$ cat src/rtl/mac_mdc_kernel.sv
// Purpose : MAC compute kernel behind the HWPE kernel adapter (ap_start/done/idle/ready responder).
// Latency : first TREADY one cycle after ap_start, d_TVALID one cycle after a beat fires,
//           ap_done one cycle after the final d handshake.
// Backpressure: inputs are accepted only when the d register is empty or draining that cycle.
//
// Ports:
//   ap_clk, ap_rst                  clock, synchronous active-high reset
//   ap_start/ap_done/ap_idle/ap_ready  block-level handshake with the kernel adapter
//   reg_simple_mul, reg_shift, reg_len  job configuration, sampled on ap_start
//   a_*, b_*, c_*                   input streams (valid/ready)
//   d_*                             output stream (registered data)
module mac_mdc_kernel #(
   parameter int DATA_WIDTH  = 32,
   parameter int LEN_WIDTH   = 16,
   parameter int SHIFT_WIDTH = 8
) (
   input  logic                   ap_clk,
   input  logic                   ap_rst,
   input  logic                   ap_start,
   output logic                   ap_done,
   output logic                   ap_idle,
   output logic                   ap_ready,
   input  logic                   reg_simple_mul,
   input  logic [SHIFT_WIDTH-1:0] reg_shift,
   input  logic [LEN_WIDTH-1:0]   reg_len,
   input  logic [DATA_WIDTH-1:0]  a_TDATA,
   input  logic                   a_TVALID,
   output logic                   a_TREADY,
   input  logic [DATA_WIDTH-1:0]  b_TDATA,
   input  logic                   b_TVALID,
   output logic                   b_TREADY,
   input  logic [DATA_WIDTH-1:0]  c_TDATA,
   input  logic                   c_TVALID,
   output logic                   c_TREADY,
   output logic [DATA_WIDTH-1:0]  d_TDATA,
   output logic                   d_TVALID,
   input  logic                   d_TREADY
);

   typedef enum logic [1:0] {S_IDLE, S_RUN, S_DRAIN, S_DONE} state_e;

   localparam logic [LEN_WIDTH-1:0] LEN_ONE = 1;

   state_e                  state_q, state_d;
   logic                    mode_q, mode_d;
   logic [5:0]              shift_q, shift_d;
   logic [LEN_WIDTH-1:0]    len_q, len_d;
   logic [LEN_WIDTH-1:0]    cnt_q, cnt_d;
   logic [DATA_WIDTH-1:0]   acc_q, acc_d;
   logic [DATA_WIDTH-1:0]   dat_q, dat_d;
   logic                    dvld_q, dvld_d;

   logic signed [2*DATA_WIDTH-1:0] a_ext, b_ext, prod;
   logic [DATA_WIDTH-1:0]   pt, base, sum;
   logic [5:0]              shift_cap;
   logic                    need_c, last_beat, out_free, beat_ok, d_hs;

   // Full-width signed product, shifted, then truncated back to the data width.
   assign a_ext = {{DATA_WIDTH{a_TDATA[DATA_WIDTH-1]}}, a_TDATA};
   assign b_ext = {{DATA_WIDTH{b_TDATA[DATA_WIDTH-1]}}, b_TDATA};
   assign prod  = a_ext * b_ext;
   assign pt    = DATA_WIDTH'(prod >>> shift_q);

   // Shifts of 64 or more are clamped to 63: the result is then pure sign fill.
   assign shift_cap = (32'(reg_shift) > 32'd63) ? 6'd63 : 6'(reg_shift);

   // c joins every beat in element-wise mode, only the seed beat in MAC mode.
   assign need_c    = mode_q || (cnt_q == '0);
   assign last_beat = (cnt_q + LEN_ONE) == len_q;
   assign base      = need_c ? c_TDATA : acc_q;
   assign sum       = base + pt;
   assign d_hs      = dvld_q && d_TREADY;
   assign out_free  = !dvld_q || d_TREADY;
   assign beat_ok   = out_free && a_TVALID && b_TVALID && (c_TVALID || !need_c);

   assign ap_done  = (state_q == S_DONE);
   assign ap_idle  = (state_q == S_IDLE);
   assign d_TVALID = dvld_q;
   assign d_TDATA  = dat_q;

   always_ff @(posedge ap_clk) begin
      if (ap_rst) begin
         state_q <= S_IDLE;
         mode_q  <= 1'b0;
         shift_q <= '0;
         len_q   <= '0;
         cnt_q   <= '0;
         acc_q   <= '0;
         dat_q   <= '0;
         dvld_q  <= 1'b0;
      end else begin
         state_q <= state_d;
         mode_q  <= mode_d;
         shift_q <= shift_d;
         len_q   <= len_d;
         cnt_q   <= cnt_d;
         acc_q   <= acc_d;
         dat_q   <= dat_d;
         dvld_q  <= dvld_d;
      end
   end

   always_comb begin
      state_d  = state_q;
      mode_d   = mode_q;
      shift_d  = shift_q;
      len_d    = len_q;
      cnt_d    = cnt_q;
      acc_d    = acc_q;
      dat_d    = dat_q;
      dvld_d   = d_hs ? 1'b0 : dvld_q;
      ap_ready = 1'b0;
      a_TREADY = 1'b0;
      b_TREADY = 1'b0;
      c_TREADY = 1'b0;

      case (state_q)
         S_IDLE: begin
            if (ap_start) begin
               mode_d  = reg_simple_mul;
               shift_d = shift_cap;
               len_d   = reg_len;
               cnt_d   = '0;
               acc_d   = '0;
               if (reg_len == '0) begin
                  ap_ready = 1'b1;
                  state_d  = S_DONE;
               end else begin
                  state_d  = S_RUN;
               end
            end
         end
         S_RUN: begin
            // Each ready looks only at the other streams' valids, never its own.
            a_TREADY = out_free && b_TVALID && (c_TVALID || !need_c);
            b_TREADY = out_free && a_TVALID && (c_TVALID || !need_c);
            c_TREADY = out_free && need_c && a_TVALID && b_TVALID;
            if (beat_ok) begin
               cnt_d = cnt_q + LEN_ONE;
               if (mode_q || last_beat) begin
                  dat_d  = sum;
                  dvld_d = 1'b1;
               end else begin
                  acc_d  = sum;
               end
               if (last_beat) begin
                  ap_ready = 1'b1;
                  state_d  = S_DRAIN;
               end
            end
         end
         S_DRAIN: begin
            if (!dvld_q || d_TREADY) state_d = S_DONE;
         end
         default: begin
            state_d = S_IDLE;
         end
      endcase
   end

endmodule
$ cat config.mk
export PLATFORM = sky130hd
export DESIGN_NAME = mac_mdc_kernel
export DESIGN_NICKNAME = d
export VERILOG_FILES = /design/src/rtl/mac_mdc_kernel.sv
export SDC_FILE = /design/constraint.sdc
export NUM_CORES = 2
export LEC_CHECK = 0
export ABC_AREA = 1
export CAP_MARGIN = 5
export CORE_ASPECT_RATIO = 0.6
export CORE_UTILIZATION = 51
export CTS_CLUSTER_SIZE = 30
export DETAILED_ROUTE_END_ITERATION = 16
export GPL_TIMING_DRIVEN = 0
export PLACE_DENSITY = 0.71
export SYNTH_ARGS = -nofsm -noshare
export SYNTH_HDL_FRONTEND = slang
export SYNTH_SLANG_ARGS = --single-unit
$ cat constraint.sdc
create_clock -name ap_clk -period 10.7 [get_ports ap_clk]
set_input_delay 1.605 -clock ap_clk [delete_from_list [all_inputs] [get_ports ap_clk]]
set_output_delay 1.605 -clock ap_clk [all_outputs]
set_load 0.02 [all_outputs]
==> impl_metrics.tcl <==
set metrics [dict create \
    syn_inst 6611 \
    crit_family "adder cells" \
    synthXorXnorAreaFrac_pct 1.67 \
    die_h_um 240 \
    ys_ff_latch 106 \
    finalSetupViolations 54 \
    syn_nets 8044 \
    wl_um 234000 \
    rsz0062_at_grt "yes" \
    cts_htree_levels 3 \
    clkLatencyLatePin_ns 0.39 \
    critPathArrivalTime_ns 12.18 \
    crit_buf_inv 6 \
    grt_max_degree 24 \
    cpMostUsedCell "fa_1" \
    grt_pass1_wl_um 327000 \
    synth_warnings 0 \
    die_area_um2 95800 \
    synthTopCellsByArea "fa_1 (45%), nand2_1 (16%), inv_1 (12%)" \
    drt-wirelength-per-cell_um 28.6 \
    place_hpwl_um 196000 \
    max_stage_delay_ns 0.65 \
    violations "negative setup slack" \
    hold_viol 0 \
    hold_path.class "reg -> reg" \
    io_pins 167 \
    crit_path_start_kind "primary input" \
    stdcell_count 8186 \
    yosys.area.top_type_share_pct 45.0 \
    drc 0 \
    critPathKind "in -> reg" \
    gp_congestion 1.14 \
    synth.avg_cell_area_um2 7.29 \
    worst-path-max-fanout 10 \
    synth_simple_gate_area_share_pct 24.2 \
    place_inst 8010 \
    area_growth_pct 20.1 \
    fillers 8405 \
    grt_overflow 0 \
    start_util_pct 52.0 \
    fin_ws_ns -1.23 \
    muxShareOfSynthArea_pct 0.270 \
    drive_above_1_share_pct 15.4 \
    fp-row-count 86 \
    cp-end-kind "flop" \
    grt_use_total_pct 49.1 \
    synthAdderAreaFrac_pct 50.7 \
    antenna_found_initial 19 \
    numCtsBuffers 9 \
    period_minus_slack_ns 11.93 \
    core_area_um2 92800 \
    vias_per_cell 5.91 \
    clock-sinks 106 \
    synth_top_family_by_area "adder cells" \
    syn_area_um2 48200 \
    status "finished with violations" \
    clock.fmax_mhz 83.8 \
    ys_seq_area_share_pct 4.40 \
    cts_tree "yes" \
    synth.largest_area_cell "fa_1" \
    tns_ns -39.16 \
    synthArstFlopShare_pct 0 \
    die_x_um 399 \
    drv_slew 0 \
    cts_max_path_buffers 2 \
    root_buffer "clkbuf_16" \
    synth.distinct_cells 54 \
    vias 48300 \
    port_buffers 165 \
    fin_crit_sh_pct 111 \
    maxCapViolations 0 \
    grt_pass1_vias 46500 \
    path_clk_slew_ns 0.08 \
    nets 8358 \
    drtIter0Drc 7360 \
    slew-limit-headroom_pct 6.78 \
    drt-pass1-iter-count 9 \
    synth_edf_count 0 \
    synth_compound_area_share_pct 4.20 \
    skew_ns 0.00914 \
    max_slew.worst_pin.slew_ns 1.40 \
    critPathRequiredTime_ns 10.95 \
    cpMaxStageDelayCell "fa_1" \
    synthFlopType "dfxtp_1" \
    drtAntennaViolNets 0 \
]
[through the flow]
step / setup slack (ns) / cell area, um2 / hold slack, ns / util [%]
3_3_place_gp: -4.40 / 51600 / 0.447 / 55.7
5_1_grt: -1.22 / 57900 / 0.484 / 62.4
6_report: -1.23 / 57900 / 0.465 / 62.4
3_5_place_dp: -4.47 / 51700 / 0.453 / 55.7
4_1_cts: -0.725 / 55800 / 0.464 / 60.2
2_1_floorplan: -0.0789 / 48400 / 0.439 / -
[per-layer routing]
layer	track usage [%]	part of all wire, %	routed length (um)
met3	34.7	22	51600
met4	9.94	2.5	5880
met1	71.9	42	97300
met2	55.2	33	78100
met5	8.78	0.59	1380
[final cells by class]
type / count / area, um2 / area share (%)
Antenna cell: 24 / 60.1 / 0.104
Buffer: 299 / 2870 / 4.96
Clock buffer: 11 / 233 / 0.402
Clock inverter: 5 / 42.5 / 0.0735
Inverter: 1557 / 5870 / 10.1
Multi-Input combinational cell: 4649 / 42400 / 73.2
Sequential cell: 106 / 2120 / 3.66
Tap cell: 1232 / 1540 / 2.66
Timing Repair Buffer: 303 / 2770 / 4.78
[what timing repair did]
action,in CTS,in global routing
gates cloned,3,0
pin swaps,142,145
resized for setup,1135,530
hold buffers,0,0
setup endpoints to repair,64,62
buffers inserted,93,41
hold endpoints to repair,0,0
[worst paths after layout]
path / end / depth (start not counted) / slack [ns] / from
max reg2reg: acc_q[25] / 27 / 3.24 / shift_q[1]
min reg2reg: acc_q[12] / 2 / 0.46 / acc_q[12]
min: acc_q[12] / 2 / 0.46 / acc_q[12]
max: acc_q[25] / 40 / -1.23 / a_TDATA[25]
[kinds of logic after synthesis]
logic type | after synthesis
simple gates | 2869
mux | 13
buf+inv | 1856
compound gates | 372
flops | 106
xor+xnor | 90
fa+ha+maj | 1305
[Yosys cell counts (13+ instances only)]
master,count
fa_1,1083
nand2_1,2106
o211ai_1,18
nand3_1,399
dfxtp_1,106
ha_1,222
nand4_1,25
nor3_1,20
xnor2_1,26
clkbuf_1,254
mux2i_1,13
or2_2,34
o21ai_0,143
xor2_1,62
a21oi_1,163
nor2_1,234
buf_1,32
inv_1,1548
[layout by cell type, fill, tap and decap left out, types with 69 or more instances in the layout]
| cell | count |
|---|---|
| nand3_1 | 293 |
| nor2_1 | 175 |
| o21ai_0 | 105 |
| dfxtp_1 | 106 |
| buf_4 | 124 |
| clkbuf_8 | 69 |
| nand2_2 | 103 |
| nand3_2 | 82 |
| fa_1 | 1051 |
| nand2_1 | 1966 |
| clkdlybuf4s50_1 | 101 |
| a21oi_1 | 103 |
| inv_1 | 1505 |
| ha_1 | 163 |
[sequential cells by signal, indices dropped and copies added (netlist names)]
name      flops
d_TVALID      1
len_q        16
cnt_q        16
shift_q       6
state_q       2
acc_q        32
d_TDATA      32
mode_q        1
[tightest hold or removal path, delay by kind of cell, from the launching register on]
| kind | cells | cell delay [ns] |
|---|---|---|
| flops | 1 | 0.31 |
| compound gates | 1 | 0.05 |
| simple gates | 1 | 0.06 |
Power is left out: the tool's default activity adds up to more than one toggle a clock period on the data nets, which glitch-free logic cannot reach.
